--- src/rtl/scoreboard_controller_pkg.sv ---
// Shared encodings and helpers for the scoreboard controller.
package scoreboard_controller_pkg;
  localparam int BCD_MAX = 9;
  localparam int FCNT_W  = 8;

  typedef enum logic [1:0] {
    ST_IDLE  = 2'd0,
    ST_PLAY  = 2'd1,
    ST_DYING = 2'd2,
    ST_OVER  = 2'd3
  } state_t;

  typedef struct packed {
    logic [3:0] tens;
    logic [3:0] ones;
  } bcd2_t;

  function automatic logic [3:0] clamp_pts(input logic [3:0] p);
    return (p > 4'(BCD_MAX)) ? 4'(BCD_MAX) : p;
  endfunction
endpackage

--- src/rtl/scoreboard_controller_if.sv ---
// Score/die request handshake between requesters and the controller.
interface scoreboard_controller_if #(parameter int NREQ = 4);
  logic [NREQ-1:0]   score_req;
  logic [4*NREQ-1:0] score_pts;
  logic [NREQ-1:0]   score_ack;
  logic              die_req;
  logic              die_ack;

  modport master (output score_req, score_pts, die_req, input score_ack, die_ack);
  modport slave  (input score_req, score_pts, die_req, output score_ack, die_ack);
endinterface

--- src/rtl/scoreboard_controller_rr_arbiter.sv ---
// Combinational round-robin picker; the pointer lives in the caller.
module rr_arbiter #(
  parameter  int N  = 4,
  localparam int PW = (N > 1) ? $clog2(N) : 1
) (
  input  logic [N-1:0]  i_req,
  input  logic [N-1:0]  i_mask,
  input  logic [PW-1:0] i_ptr,
  input  logic          i_enable,
  output logic [N-1:0]  o_grant,
  output logic          o_grant_valid,
  output logic [PW-1:0] o_grant_index
);
  logic [N-1:0] w_elig;

  // A requester whose ack is still high is masked so a late deassert is not re-served.
  assign w_elig = i_req & ~i_mask;

  always_comb begin
    int j;
    j             = 0;
    o_grant       = '0;
    o_grant_valid = 1'b0;
    o_grant_index = '0;
    if (i_enable) begin
      for (int k = 0; k < N; k++) begin
        j = int'(i_ptr) + k;
        if (j >= N) j = j - N;
        if (!o_grant_valid && w_elig[j]) begin
          o_grant[j]    = 1'b1;
          o_grant_valid = 1'b1;
          o_grant_index = PW'(j);
        end
      end
    end
  end
endmodule

--- src/rtl/scoreboard_controller.sv ---
// Game state sequencer, BCD score keeper and lives counter with RR score arbitration.
module scoreboard_controller
  import scoreboard_controller_pkg::*;
#(
  parameter int NREQ         = 4,
  parameter int START_LIVES  = 3,
  parameter int DEATH_FRAMES = 60,
  parameter int OVER_FRAMES  = 180
) (
  input  logic                    clk,
  input  logic                    reset,
  input  logic                    i_vsync,
  input  logic                    i_start,
  scoreboard_controller_if.slave  bus,
  output logic [3:0]              o_score0,
  output logic [3:0]              o_score1,
  output logic [3:0]              o_lives,
  output logic [1:0]              o_state,
  output logic                    o_play_en
);
  localparam int PW = (NREQ > 1) ? $clog2(NREQ) : 1;

  state_t            r_state, w_state_nxt;
  bcd2_t             r_score, w_score_nxt;
  logic [3:0]        r_lives, w_lives_nxt;
  logic [NREQ-1:0]   r_ack, w_ack_nxt;
  logic              r_die_ack, w_die_ack_nxt;
  logic [PW-1:0]     r_ptr, w_ptr_nxt;
  logic [FCNT_W-1:0] r_fcnt, w_fcnt_nxt;
  logic              r_vsync_q;

  logic              w_tick, w_die_go, w_arb_en;
  logic [NREQ-1:0]   w_grant;
  logic              w_grant_valid;
  logic [PW-1:0]     w_grant_idx;
  logic [3:0]        w_pts;
  logic [4:0]        w_sum;

  assign w_tick   = i_vsync & ~r_vsync_q;
  assign w_die_go = (r_state == ST_PLAY) && bus.die_req && !r_die_ack;
  assign w_arb_en = (r_state == ST_PLAY) && !w_die_go;

  rr_arbiter #(.N(NREQ)) u_arb (
    .i_req         (bus.score_req),
    .i_mask        (r_ack),
    .i_ptr         (r_ptr),
    .i_enable      (w_arb_en),
    .o_grant       (w_grant),
    .o_grant_valid (w_grant_valid),
    .o_grant_index (w_grant_idx)
  );

  assign w_pts = clamp_pts(bus.score_pts[4*w_grant_idx +: 4]);
  assign w_sum = {1'b0, r_score.ones} + {1'b0, w_pts};

  always_ff @(posedge clk or negedge reset) begin
    if (!reset) r_state <= ST_IDLE;
    else        r_state <= w_state_nxt;
  end

  always_comb begin
    w_state_nxt = r_state;
    unique case (r_state)
      ST_IDLE:  if (i_start) w_state_nxt = ST_PLAY;
      ST_PLAY:  if (w_die_go) w_state_nxt = (r_lives == 4'd1) ? ST_OVER : ST_DYING;
      ST_DYING: if (w_tick && r_fcnt == FCNT_W'(DEATH_FRAMES - 1)) w_state_nxt = ST_PLAY;
      ST_OVER:  if (w_tick && r_fcnt == FCNT_W'(OVER_FRAMES - 1)) w_state_nxt = ST_IDLE;
      default:  w_state_nxt = ST_IDLE;
    endcase
  end

  always_comb begin
    w_score_nxt   = r_score;
    w_lives_nxt   = r_lives;
    w_ack_nxt     = '0;
    w_die_ack_nxt = 1'b0;
    w_ptr_nxt     = r_ptr;
    w_fcnt_nxt    = r_fcnt;
    if (w_state_nxt != r_state)
      w_fcnt_nxt = '0;
    else if (w_tick && (r_state == ST_DYING || r_state == ST_OVER))
      w_fcnt_nxt = r_fcnt + 1'b1;

    if (r_state == ST_IDLE && i_start) begin
      w_score_nxt = '0;
      w_lives_nxt = 4'(START_LIVES);
    end

    if (w_die_go) begin
      w_die_ack_nxt = 1'b1;
      w_lives_nxt   = r_lives - 4'd1;
    end else if (w_grant_valid) begin
      w_ack_nxt = w_grant;
      w_ptr_nxt = (w_grant_idx == PW'(NREQ - 1)) ? '0 : w_grant_idx + 1'b1;
      if (w_sum >= 5'd10) begin
        // Carry out of the tens digit pins the score at 99.
        if (r_score.tens == 4'(BCD_MAX)) begin
          w_score_nxt.tens = 4'(BCD_MAX);
          w_score_nxt.ones = 4'(BCD_MAX);
        end else begin
          w_score_nxt.ones = 4'(w_sum - 5'd10);
          w_score_nxt.tens = r_score.tens + 4'd1;
        end
      end else begin
        w_score_nxt.ones = w_sum[3:0];
      end
    end
  end

  always_ff @(posedge clk or negedge reset) begin
    if (!reset) begin
      r_score   <= '0;
      r_lives   <= 4'(START_LIVES);
      r_ack     <= '0;
      r_die_ack <= 1'b0;
      r_ptr     <= '0;
      r_fcnt    <= '0;
      r_vsync_q <= 1'b0;
    end else begin
      r_score   <= w_score_nxt;
      r_lives   <= w_lives_nxt;
      r_ack     <= w_ack_nxt;
      r_die_ack <= w_die_ack_nxt;
      r_ptr     <= w_ptr_nxt;
      r_fcnt    <= w_fcnt_nxt;
      r_vsync_q <= i_vsync;
    end
  end

  assign bus.score_ack = r_ack;
  assign bus.die_ack   = r_die_ack;

  always_comb begin
    o_state   = r_state;
    o_play_en = (r_state == ST_PLAY);
    o_score0  = r_score.ones;
    o_score1  = r_score.tens;
    o_lives   = r_lives;
  end
endmodule

--- src/flat_wrapper.sv ---
// flat-port wrapper written by rule: the top's interface ports become plain ports
module scoreboard_controller_flat import scoreboard_controller_pkg::*;
#(
  parameter int NREQ         = 4,
  parameter int START_LIVES  = 3,
  parameter int DEATH_FRAMES = 60,
  parameter int OVER_FRAMES  = 180
)
  (clk, reset, i_vsync, i_start, o_score0, o_score1, o_lives, o_state, o_play_en, bus_score_req, bus_score_pts, bus_die_req, bus_score_ack, bus_die_ack);
  scoreboard_controller_if #(.NREQ(NREQ)) bus_i ();
  input  logic clk;
  input  logic reset;
  input  logic i_vsync;
  input  logic i_start;
  output logic [3:0] o_score0;
  output logic [3:0] o_score1;
  output logic [3:0] o_lives;
  output logic [1:0] o_state;
  output logic o_play_en;
  input wire logic [$bits(bus_i.score_req)-1:0] bus_score_req;
  input wire logic [$bits(bus_i.score_pts)-1:0] bus_score_pts;
  input wire logic [$bits(bus_i.die_req)-1:0] bus_die_req;
  output wire logic [$bits(bus_i.score_ack)-1:0] bus_score_ack;
  output wire logic [$bits(bus_i.die_ack)-1:0] bus_die_ack;
  assign bus_i.score_req = bus_score_req;
  assign bus_i.score_pts = bus_score_pts;
  assign bus_i.die_req = bus_die_req;
  assign bus_score_ack = bus_i.score_ack;
  assign bus_die_ack = bus_i.die_ack;
  scoreboard_controller #(.NREQ(NREQ), .START_LIVES(START_LIVES), .DEATH_FRAMES(DEATH_FRAMES), .OVER_FRAMES(OVER_FRAMES)) u_core (.clk(clk), .reset(reset), .i_vsync(i_vsync), .i_start(i_start), .bus(bus_i), .o_score0(o_score0), .o_score1(o_score1), .o_lives(o_lives), .o_state(o_state), .o_play_en(o_play_en));
endmodule
--- config.mk ---
export PLATFORM = sky130hd
export DESIGN_NAME = scoreboard_controller_flat
export DESIGN_NICKNAME = d
export VERILOG_FILES = /design/src/rtl/scoreboard_controller_pkg.sv /design/src/rtl/scoreboard_controller_if.sv /design/src/rtl/scoreboard_controller_rr_arbiter.sv /design/src/rtl/scoreboard_controller.sv /design/src/flat_wrapper.sv
export SDC_FILE = /design/constraint.sdc
export NUM_CORES = 1
export LEC_CHECK = 0
export CAP_MARGIN = 20
export CORE_MARGIN = 2
export CORE_UTILIZATION = 40
export CTS_CLUSTER_SIZE = 20
export DETAILED_ROUTE_END_ITERATION = 10
export PLACE_DENSITY = 0.69
export SETUP_SLACK_MARGIN = 0.15
export SYNTH_ARGS = -nofsm -noshare
export SYNTH_HDL_FRONTEND = slang
export SYNTH_HIERARCHICAL = 1
export SYNTH_SLANG_ARGS = --single-unit
export TNS_END_PERCENT = 50
--- constraint.sdc ---
create_clock -name clk -period 8.1 [get_ports clk]
set_input_delay 0.81 -clock clk [delete_from_list [all_inputs] [get_ports clk]]
set_output_delay 0.81 -clock clk [all_outputs]
set_load 0.005 [all_outputs]
# After elaboration in Yosys (flattened, before gate mapping)
# Index checks and enable logic that the tools add are counted.
# word_totals
out_inout_bits,20
elab_cells,148
in_bits,25
register_bits,30
# op_classes
bitwise_logic,8
n_addsub,13
n_mux,70
reduce_logical,24
n_lt_le_gt_ge,14
eq_ne,9
shift,1
# ops
cell,count
$mux W32,8
$ge A32 B1 Y1 const B,4
$lt A32 B4 Y1 const B,4
$mux W4,15
$mux W8,6
$mux W1,22
$mux W2,10
$shiftx A16 B5 Y4,1
$logic_and A1 B1 Y1,14
$or A4 B4 Y4,3
$sub A3 B3 Y4 const B,3
$ge A3 B3 Y1 const B,3
$add A8 B1 Y8 const B,1
$bmux W1 S2,4
$demux W1 S2,4
$eq A8 B6 Y1 const B,1
$eq A8 B8 Y1 const B,1
$pmux W2 S4,1
$add A2 B2 Y3 const B,2
$eq A2 B2 Y1 const B,3
$add A4 B4 Y5,1
$ge A5 B4 Y1 const B,1
$logic_not A1 Y1,5
$add A4 B1 Y4 const B,1
other kinds (19),21

# Logic depth before layout (Yosys ltp)
# Gate-level depths: netlist (run 1).
# logic_depth
depth_word,32
depth_mapped,22
ltp_nobuf,19

# By module
# Netlist (run 1), hierarchy kept.
# by_module_without_submodules
mod,cells_per_inst,seq_area_each_um2,area_each_um2,n_inst
scoreboard_controller,180,753.2,1779.2,1
rr_arbiter,83,0.0,678.2,1

# Least setup slack after synthesis (run 1)
# Ideal clock, no wire load.
# synth_timing
path_type,reg2reg
from,reg u_core.r_ptr[1]
to,"reg u_core.r_score, in the netlist u_core/o_score0[1]"
path_stages_with_launch,22
arrival_ps,5031
required_ps,8031
slack_ps,3000
path_buffers,3
period_less_slack_ps,5100
setup_time_ps,69
cell_sequence,dfrtp_1 -> buf_6 -> inv_1 -> ha_1 -> buf_2 -> or4_1 -> a21oi_2 -> nand4b_1 -> o31ai_1 -> clkbuf_1 -> mux4_2 -> o21ai_0 -> nand2b_1 -> ha_1 -> fa_1 -> xor2_1 -> inv_1 -> ha_1 -> o311ai_1 -> a41oi_4 -> or4_1 -> nand3_1
# synth_lines
element,line,text
start: declaration,scoreboard_controller.sv:28,"logic [PW-1:0] r_ptr, w_ptr_nxt;"
start signal: assignment,scoreboard_controller.sv:124,r_ptr <= w_ptr_nxt;
end signal: assignment,scoreboard_controller.sv:120,r_score <= w_score_nxt;
end: declaration,scoreboard_controller.sv:24,"bcd2_t r_score, w_score_nxt;"

==> qor.txt, run 1 <==
IO Count - 45
count of final hold-check violations - 0
top cells by count, synth - 37 x nand2_1, 28 x dfrtp_1, 18 x nor2_1, 17 x a21oi_1, 17 x ha_1
Top delay family on crit path - adder cells
Fin Setup TNS - 0 ns
peak supply drop - 0.162 mV
grt met3 use - 2.93%
FP Rows - 28
top-count cell post-synth - nand2_1
post-synthesis register bit count - 30
Crit path largest cell delay - 0.74 ns
Pre-antenna DRT Iters - 4
clock network fraction of total power - 15.2%
worst-skew pair later-pin latency - 0.28 ns
vias in the first global route - 2050
initial antenna violation count - 0
met2 Track Usage GR - 28.1%
Non-Filler Instances - 384
PortBufs - 44
Pwr Density - 316 nW/um^2
drt wl/cell - 14.4 um
Initial Util - 41.5%
core area - 5920 sq um
sequential share of power - 27.0%
final core utilization - 51.8%
Least-Margin Pin Slew - 0.616 ns
Netlist cell types - 58
GR Layer Usage met1 - 23.5%
cell repeated most along the worst path - ha_1
WP data required - 8.32 ns
GR Util All Layers - 17.4%
Fin Hold WS - 0.532 ns
Worst-path clk slew - 0.07 ns
critical path class - reg -> reg
DIE AREA - 6790 sq um
Cell Chain, Critical Path - inv_1 > ha_1 > mux2i_1 > mux2i_4 > a32oi_1 > o31ai_1 > clkbuf_2 > mux4_2 > o21ai_0 > nand2b_1 > ha_1 > fa_1 > xor2_1 > inv_1 > ha_1 > o311ai_1 > a41oi_4 > or4_1 > nand3_1
Final nets - 351
post-synth top area cell - dfrtp_1
die width - 82.4 um
detailed placer's ending HPWL - 4150 um
GPL Wtd Cong - 0.921
post-synthesis sequential area ratio - 30.7%
gr busiest metal - met2
max cap viols - 0
Reg2Reg Depth - 19
clk sinks - 30
CTS Hold Bufs - 0
share of layout cells above drive strength 1 - 11.3%
grt total ovfl - 0
max-slew violations - 0
Sw Pwr - 0.000420 W
largest cells by area after synthesis - dfrtp_1 29%, ha_1 8.7%, mux4_2 6.4%
setup repair bufs after CTS - 0
Final setup viols - 0
root buf cell - clkbuf_8
Final Critical Period - 6.05 ns
critical path buffer and inverter count - 3
Net Sw Frac - 43.4%
P_int - 0.000548 W
chip height - 82.4 um
Post-Synthesis Cell Area - 2460 sq um
CP Max Fanout - 17
Yosys top cell area share - 28.5%
post_cts resized - 0
syn_nets - 306
largest net degree at the start of global routing - 31
Async SR Flop Fraction - 100%
Worst setup SP type - flip-flop
Crit-path slowest cell - dfrtp_1
Syn. warnings - 6
antenna cells - 0
Post-synth EDFFs - 0
Combinational Power Share - 57.8%
routed wire length - 5530 um
CTS tree - done
drt via density - 5.52
Hold Crit Depth - 1
initial DRC count - 133
global-route wire length before repair - 9290 um
fmax - 0.165 GHz
WP data arrival - 6.27 ns
number of CTS-inserted buffers - 5
Syn-to-layout area delta - 24.7%
Pleak - 1.27 nW
HP Class - reg -> reg
top_reg_cell synth - dfrtp_1
Synth Instances - 263
syn avg cell area - 9.34 sq um
DRC violations left - 0
Detail Route Antenna Nets - 0
Inst Count DP - 375
Slew headroom - 58.9%
clk buf depth - 2
crit end category - flip-flop
total vias in the final route - 2121
RSZ-0062 raised after global routing - no
status - finished, final reports clean
Levels on crit path - 19
# H-tree levels - 2
clk_skew - 0.00741 ns
fin crit share - 74.6%
cell type report:
type / count / area, sq um
Clock buffer: 5 / 68.8
Clock inverter: 3 / 40.0
Sequential cell: 30 / 753
Tap cell: 75 / 93.8
Inverter: 11 / 41.3
Multi-Input combinational cell: 214 / 1620
Fill cell: 544 / 2860
Timing Repair Buffer: 46 / 453
cell usage in the layout, fill, tap and decap left out, types with 2 or more instances in the layout:
cell type and n:
clkdlybuf4s50_1 44, nand2_1 37, dfrtp_1 28, nor2_1 18
a21oi_1 17, ha_1 17, inv_1 11, o21ai_0 8
xor2_1 8, nor2b_1 7, mux4_2 7, mux2i_1 7
nand2b_1 6, nand3_1 6, a31oi_1 6, and3_1 6
o211ai_1 6, clkbuf_8 5, o21a_1 5, nand4_1 4
nor2b_4 4, nand4b_1 3, nor3_1 3, clkinv_2 2
nor3b_1 2, or4_1 2, a22oi_1 2, o31ai_1 2
dfstp_2 2, a32oi_1 2, o221ai_1 2
kinds of logic (layout without fill, tap and decap cells):
logic type | Yosys count | after routing | synth area share (%)
buffers and inverters | 19 | 65 | 3.61
AOI/OAI and AO/OA | 63 | 63 | 17.9
and+or+nand+nor | 109 | 109 | 24.9
xor gates and xnor gates | 9 | 9 | 3.21
DFF | 30 | 30 | 30.7
muxes | 15 | 15 | 10.2
adders and majority gates | 18 | 18 | 9.47
registers in the layout, indices dropped and copies added, names as in the netlist:
name	flops
u_core/o_score0	4
u_core/o_state	2
u_core/r_fcnt	8
u_core/o_lives	4
u_core/o_score1	4
u_core/r_vsync_q	1
u_core/bus.die_ack	1
u_core/bus.score_ack	4
u_core/r_ptr	2
final timing paths:
kind,from,to,slack (ns)
max reg2reg,u_core/r_ptr[0]$_DFFE_PN0P_,u_core/o_score0[1]$_DFF_PN0_,2.05
max in group asynchronous,reset,u_core/o_lives[0]$_DFFE_PN1P_,6.87
min,u_core/o_lives[3]$_DFFE_PN0P_,u_core/o_lives[3]$_DFFE_PN0P_,0.53
min reg2reg,u_core/o_lives[3]$_DFFE_PN0P_,u_core/o_lives[3]$_DFFE_PN0P_,0.53
max,u_core/r_ptr[0]$_DFFE_PN0P_,u_core/o_score0[1]$_DFF_PN0_,2.05
min in group asynchronous,reset,u_core/r_fcnt[2]$_DFFE_PN0P_,0.91
per-layer routing:
metal,wire length (um),up-vias
li1,-,1050
met1,2560,996
met2,2600,63
met3,277,12
met4,95,0
met5,0,-
through the flow:
step                      setup WS (ns)  instance area [sq um]  power, W
final                              2.05                   3070  0.000968
after global routing               1.51                   3070   0.00106
after CTS                          1.89                   3060  0.000970
after detailed placement           1.89                   2950  0.000817
after global placement             2.11                   2950  0.000807
after floorplan                    3.00                   2460  0.000662
power groups by stage:
stage	combinational, W	sequential, W	clock, W
2_1_floorplan	0.000422	0.000240	0
3_3_place_gp	0.000543	0.000264	0
3_5_place_dp	0.000553	0.000264	0
4_1_cts	0.000556	0.000261	0.000152
5_1_grt	0.000628	0.000273	0.000159
6_report	0.000559	0.000261	0.000147
worst register-to-register path: stages (launching register included):
cell and delay, ns:
dfrtp_1 0.74, inv_1 0.32, ha_1 0.61, mux2i_1 0.19
mux2i_4 0.27, a32oi_1 0.14, o31ai_1 0.50, clkbuf_2 0.27
mux4_2 0.56, o21ai_0 0.10, nand2b_1 0.08, ha_1 0.22
fa_1 0.44, xor2_1 0.25, inv_1 0.08, ha_1 0.24
o311ai_1 0.15, a41oi_4 0.22, or4_1 0.51, nand3_1 0.10
Power figures use the tool's default switching activity.
==> inputs of run 2 (changes only) <==
==> constraint.sdc (replaced) <==
create_clock -name clk -period 5.8 [get_ports clk]
set_input_delay 0.58 -clock clk [delete_from_list [all_inputs] [get_ports clk]]
set_output_delay 0.58 -clock clk [all_outputs]
set_load 0.005 [all_outputs]
==> run 2 against run 1 <==
Clock skew shrank 0.00085 ns. Global-route usage shrank 0.97 points. Setup slack lost 1.5 ns. Largest cell class unchanged.
==> qor.txt, run 2 (same netlist as run 1, synthesis figures left out) <==
status - finished, final reports clean
WP data required - 6.00 ns
Top delay family on crit path - adder cells
PortBufs - 44
Net Sw Frac - 43.3%
setup repair bufs after CTS - 0
Pleak - 1.28 nW
Slew headroom - 57.2%
share of layout cells above drive strength 1 - 12.2%
Pwr Density - 443 nW/um^2
total power - 0.00137 W
core area - 5920 sq um
commonest non-fill, non-tap cell in the layout - clkdlybuf4s50_1
WP data arrival - 5.47 ns
drt wl/cell - 14.4 um
HP Class - reg -> reg
gr busiest metal - met2
die width - 82.4 um
CP Max Fanout - 11
Crit path largest cell delay - 0.54 ns
max-slew violations - 0
Final setup viols - 0
Worst setup SP type - flip-flop
clk sinks - 30
Final Critical Period - 5.27 ns
number of CTS-inserted buffers - 5
# H-tree levels - 2
FP Rows - 28
peak supply drop - 0.193 mV
initial DRC count - 131
total vias in the final route - 2128
CTS tree - done
sequential share of power - 24.4%
critical path buffer and inverter count - 3
count of final hold-check violations - 0
largest net degree at the start of global routing - 31
chip height - 82.4 um
Fin Setup TNS - 0 ns
final core utilization - 52.3%
critical path class - reg -> reg
IO Count - 45
fmax - 0.190 GHz
vias in the first global route - 1969
global-route wire length before repair - 8710 um
routed wire length - 5540 um
drt via density - 5.51
max cap viols - 0
Least-Margin Pin Slew - 0.637 ns
Combinational Power Share - 60.5%
Largest register FFs - 8
GPL Wtd Cong - 0.924
met2 Track Usage GR - 28.5%
GR Util All Layers - 16.5%
GR Layer Usage met1 - 20.8%
clk buf depth - 2
crit end category - flip-flop
detailed placer's ending HPWL - 4200 um
grt total ovfl - 0
clock network fraction of total power - 15.1%
P_int - 0.000778 W
grt met3 use - 3.15%
Reg with most FFs - u_core/r_fcnt
most frequent cells in the layout - 44 x clkdlybuf4s50_1, 37 x nand2_1, 28 x dfrtp_1
initial antenna violation count - 0
fill cell count - 532
Final Cell Area - 3100 sq um
Cell Chain, Critical Path - inv_1 > ha_2 > or4_1 > a21oi_2 > nand4b_1 > o31ai_1 > buf_4 > mux4_2 > o21ai_0 > nand2b_1 > ha_1 > fa_1 > xor2_1 > inv_1 > ha_1 > o311ai_1 > a41oi_4 > nor2_1 > mux2i_1
Detail Route Antenna Nets - 0
antenna cells - 0
Sw Pwr - 0.000594 W
Syn-to-layout area delta - 26.0%
root buf cell - clkbuf_8
DRC violations left - 0
Final nets - 353
fin crit share - 90.9%
worst-skew pair later-pin latency - 0.28 ns
post_cts resized - 0
Pre-antenna DRT Iters - 4
DIE AREA - 6790 sq um
Initial Util - 41.5%
Crit-path slowest cell - or4_1
clk_skew - 0.00656 ns
CTS Hold Bufs - 0
RSZ-0062 raised after global routing - no
placed standard-cell area - 2970 sq um
Worst-path clk slew - 0.07 ns
run 2: changes by cell type in the layout (fill, tap and decap cells not counted):
cell      change
a221oi_2      -1
buf_4         +3
clkbuf_2      -1
ha_2          +1
ha_1          -1
a221oi_4      +1
run 2: layer usage:
layer	wire, um	share of wire [%]	vias up
met4	65	1.2	0
met2	2760	50	50
li1	-	-	1050
met5	0	0	-
met3	223	4.0	8
met1	2490	45	1020
run 2: final cells by class:
class	instances	area (sq um)	area share [%]
multi-input cells	214	1630	52.6
well taps	75	93.8	3.03
repair buffers	48	470	15.2
inverters	11	41.3	1.33
flip-flops and latches	30	753	24.3
clock inverters	3	40.0	1.29
clock buffers	5	68.8	2.22
run 2: worst reg2reg max path, delay by kind of cell (launching register included):
family	cells	cell delay [ns]
AO/OA/AOI/OAI	5	0.94
flip-flops	1	0.38
AND/OR/NAND/NOR	4	1.10
adder cells (fa/ha/maj)	4	1.32
buffers and inverters	3	0.49
multiplexers	2	0.68
XOR/XNOR	1	0.28
run 2: path summary, 6_finish.rpt:
path / endpoint / slack [ns] / startpoint / depth (start not counted)
worst max-delay path: u_core/o_score1[3]$_DFF_PN0_ / 0.53 / u_core/r_ptr[0]$_DFFE_PN0P_ / 19
worst min-delay path: u_core/o_lives[3]$_DFFE_PN0P_ / 0.52 / u_core/o_lives[3]$_DFFE_PN0P_ / 1
worst max register to register: u_core/o_score1[3]$_DFF_PN0_ / 0.53 / u_core/r_ptr[0]$_DFFE_PN0P_ / 19
worst min register to register: u_core/o_lives[3]$_DFFE_PN0P_ / 0.52 / u_core/o_lives[3]$_DFFE_PN0P_ / 1
max in group asynchronous: u_core/o_lives[1]$_DFFE_PN1P_ / 4.80 / reset / 2
min in group asynchronous: u_core/o_score1[2]$_DFF_PN0_ / 0.68 / reset / 2
run 2: metrics by stage:
step                      cells  hold WS (ns)  setup slack (ns)
after CTS                   386         0.536             0.447
after global placement      378         0.513             0.550
after global routing        386         0.554             0.169
after detailed placement    378         0.514             0.391
after floorplan             263         0.284             0.700
final                       386         0.525             0.526
run 2: power by group through the flow:
stage / clock [W] / combinational [W] / sequential, W
global placement: 0 / 0.000806 / 0.000338
global route: 0.000224 / 0.000921 / 0.000345
floorplan: 0 / 0.000589 / 0.000335
CTS: 0.000215 / 0.000818 / 0.000335
finish: 0.000207 / 0.000831 / 0.000335
detailed placement: 0 / 0.000814 / 0.000338
==> inputs of run 3 (changes only) <==
--- a/config.mk
+++ b/config.mk
@@ -7,10 +7,10 @@
 export LEC_CHECK = 0
 export CAP_MARGIN = 20
 export CORE_MARGIN = 2
-export CORE_UTILIZATION = 40
-export CTS_CLUSTER_SIZE = 20
+export CORE_UTILIZATION = 53
+export CTS_CLUSTER_SIZE = 30
 export DETAILED_ROUTE_END_ITERATION = 10
-export PLACE_DENSITY = 0.69
+export PLACE_DENSITY = 0.86
 export SETUP_SLACK_MARGIN = 0.15
 export SYNTH_ARGS = -nofsm -noshare
 export SYNTH_HDL_FRONTEND = slang
==> run 3 against run 2 <==
Setup slack got worse by 0.14 ns. Die area is 23% lower. Non-clock buffer count rose by 2. Largest cell class unchanged. Maximum frequency shrank 2.5%. Clock skew hardly changed. Clock power about the same.
==> qor.txt, run 3 (same netlist as run 1, synthesis figures left out) <==
grt total ovfl - 0
fmax - 0.185 GHz
Pwr Density - 456 nW/um^2
setup repair bufs after CTS - 0
Slew headroom - 56.0%
chip height - 72.1 um
DIE AREA - 5200 sq um
die width - 72.1 um
IO Count - 45
total vias in the final route - 2231
initial antenna violation count - 0
Final setup viols - 0
clk_skew - 0.00692 ns
antenna cells - 0
RSZ-0062 raised after global routing - yes
Initial Util - 55.7%
GR Util All Layers - 23.9%
HP Class - reg -> reg
clk buf depth - 2
global-route wire length before repair - 9760 um
Crit-path slowest cell - mux4_2
# H-tree levels - 2
Cell Chain, Critical Path - inv_1 > ha_2 > mux4_2 > buf_4 > nor2_4 > o21ai_1 > a221oi_2 > mux4_2 > o21ai_0 > nand2b_1 > ha_1 > fa_1 > xor2_1 > inv_1 > ha_1 > o311ai_1 > a41oi_4 > or4_1 > nand3_1
GPL Wtd Cong - 0.895
Detail Route Antenna Nets - 0
crit end category - flip-flop
Final Critical Period - 5.41 ns
Worst setup SP type - flip-flop
WP data arrival - 5.63 ns
Final nets - 355
commonest non-fill, non-tap cell in the layout - clkdlybuf4s50_1
Pre-antenna DRT Iters - 4
FP Rows - 24
core area - 4410 sq um
initial DRC count - 89
peak supply drop - 0.233 mV
total power - 0.00140 W
root buf cell - clkbuf_8
drt wl/cell - 15.6 um
fin crit share - 93.3%
number of CTS-inserted buffers - 5
drt via density - 6.11
CTS tree - done
Worst-path clk slew - 0.06 ns
clk sinks - 30
most frequent cells in the layout - 44 x clkdlybuf4s50_1, 37 x nand2_1, 28 x dfrtp_1
PortBufs - 44
Reg with most FFs - u_core/r_fcnt
largest net degree at the start of global routing - 31
max-slew violations - 0
CP Max Fanout - 11
WP data required - 6.02 ns
count of final hold-check violations - 0
Crit path largest cell delay - 0.56 ns
Largest register FFs - 8
status - finished, final reports clean
max cap viols - 0
Syn-to-layout area delta - 25.3%
worst-skew pair later-pin latency - 0.28 ns
critical path class - reg -> reg
Least-Margin Pin Slew - 0.657 ns
share of layout cells above drive strength 1 - 13.4%
Pleak - 1.29 nW
detailed placer's ending HPWL - 4260 um
vias in the first global route - 2115
routed wire length - 5710 um
Fin Setup TNS - 0 ns
DRC violations left - 0
-- run 3: changes by cell type in the layout (fill, tap and decap cells not counted) --
cell      change
nor2_1        -1
o31ai_1       -1
nor2_2        +1
a221oi_4      -1
buf_4         +2
a221oi_2      +1
o31ai_2       +1
-- run 3: report_power, final --
group / leakage [nW] / switching, W / internal [W]
sequential: 0.387 / 0.0000645 / 0.000270
clock: 0.0579 / 0.0000775 / 0.000126
combinational: 0.848 / 0.000469 / 0.000397
total: 1.29 / 0.000611 / 0.000793
-- run 3: repair_timing --
action / in CTS / in global routing
hold buffers: 0 / 0
setup endpoints to repair: 5 / 6
gates resized for setup: 1 / 2
-- run 3: final timing paths --
| kind | start | to | slack [ns] | cells past startpoint |
|---|---|---|---|---|
| setup / recovery | u_core/r_ptr[1]$_DFFE_PN0P_ | u_core/o_score0[1]$_DFF_PN0_ | 0.39 | 19 |
| hold / removal | u_core/o_lives[3]$_DFFE_PN0P_ | u_core/o_lives[3]$_DFFE_PN0P_ | 0.52 | 1 |
| setup reg to reg | u_core/r_ptr[1]$_DFFE_PN0P_ | u_core/o_score0[1]$_DFF_PN0_ | 0.39 | 19 |
| hold reg to reg | u_core/o_lives[3]$_DFFE_PN0P_ | u_core/o_lives[3]$_DFFE_PN0P_ | 0.52 | 1 |
| max in group asynchronous | reset | u_core/o_lives[1]$_DFFE_PN1P_ | 4.81 | 2 |
| min in group asynchronous | reset | u_core/o_score1[2]$_DFF_PN0_ | 0.68 | 2 |
-- run 3: through the flow --
stage	setup slack, ns	util, %	cell area (sq um)	hold slack, ns	instances
floorplan	0.700	-	2460	0.284	263
CTS	0.346	69.6	3070	0.524	365
global placement	0.260	67.1	2960	0.509	357
finish	0.388	69.8	3080	0.525	365
global route	0.0377	69.8	3080	0.540	365
detailed placement	-0.0707	67.1	2960	0.521	357
-- run 3: critical path, delay by kind of cell (launching register included) --
kind / cells / cell delay (ns)
adders and majority gates: 4 / 1.44
AOI/OAI and AO/OA: 5 / 1.13
muxes: 2 / 0.94
and+or+nand+nor: 4 / 0.79
DFF: 1 / 0.34
xor gates and xnor gates: 1 / 0.30
buffers and inverters: 3 / 0.40
-- run 3: final cells by class --
| cell class | instances | area (sq um) |
|---|---|---|
| multi-input cells | 214 | 1630 |
| fillers | 338 | 1340 |
| flip-flops and latches | 30 | 753 |
| repair buffers | 50 | 485 |
| clock buffers | 5 | 68.8 |
| well taps | 52 | 65.1 |
| inverters | 11 | 41.3 |
| clock inverters | 3 | 40.0 |
-- run 3: metal layers --
layer	GRT usage (%)	vias to the layer above	share of wire [%]
li1	-	1064	-
met1	30.4	1068	43
met2	37.7	83	47
met3	7.22	16	7.3
met4	10.7	0	2.7
met5	0	-	0
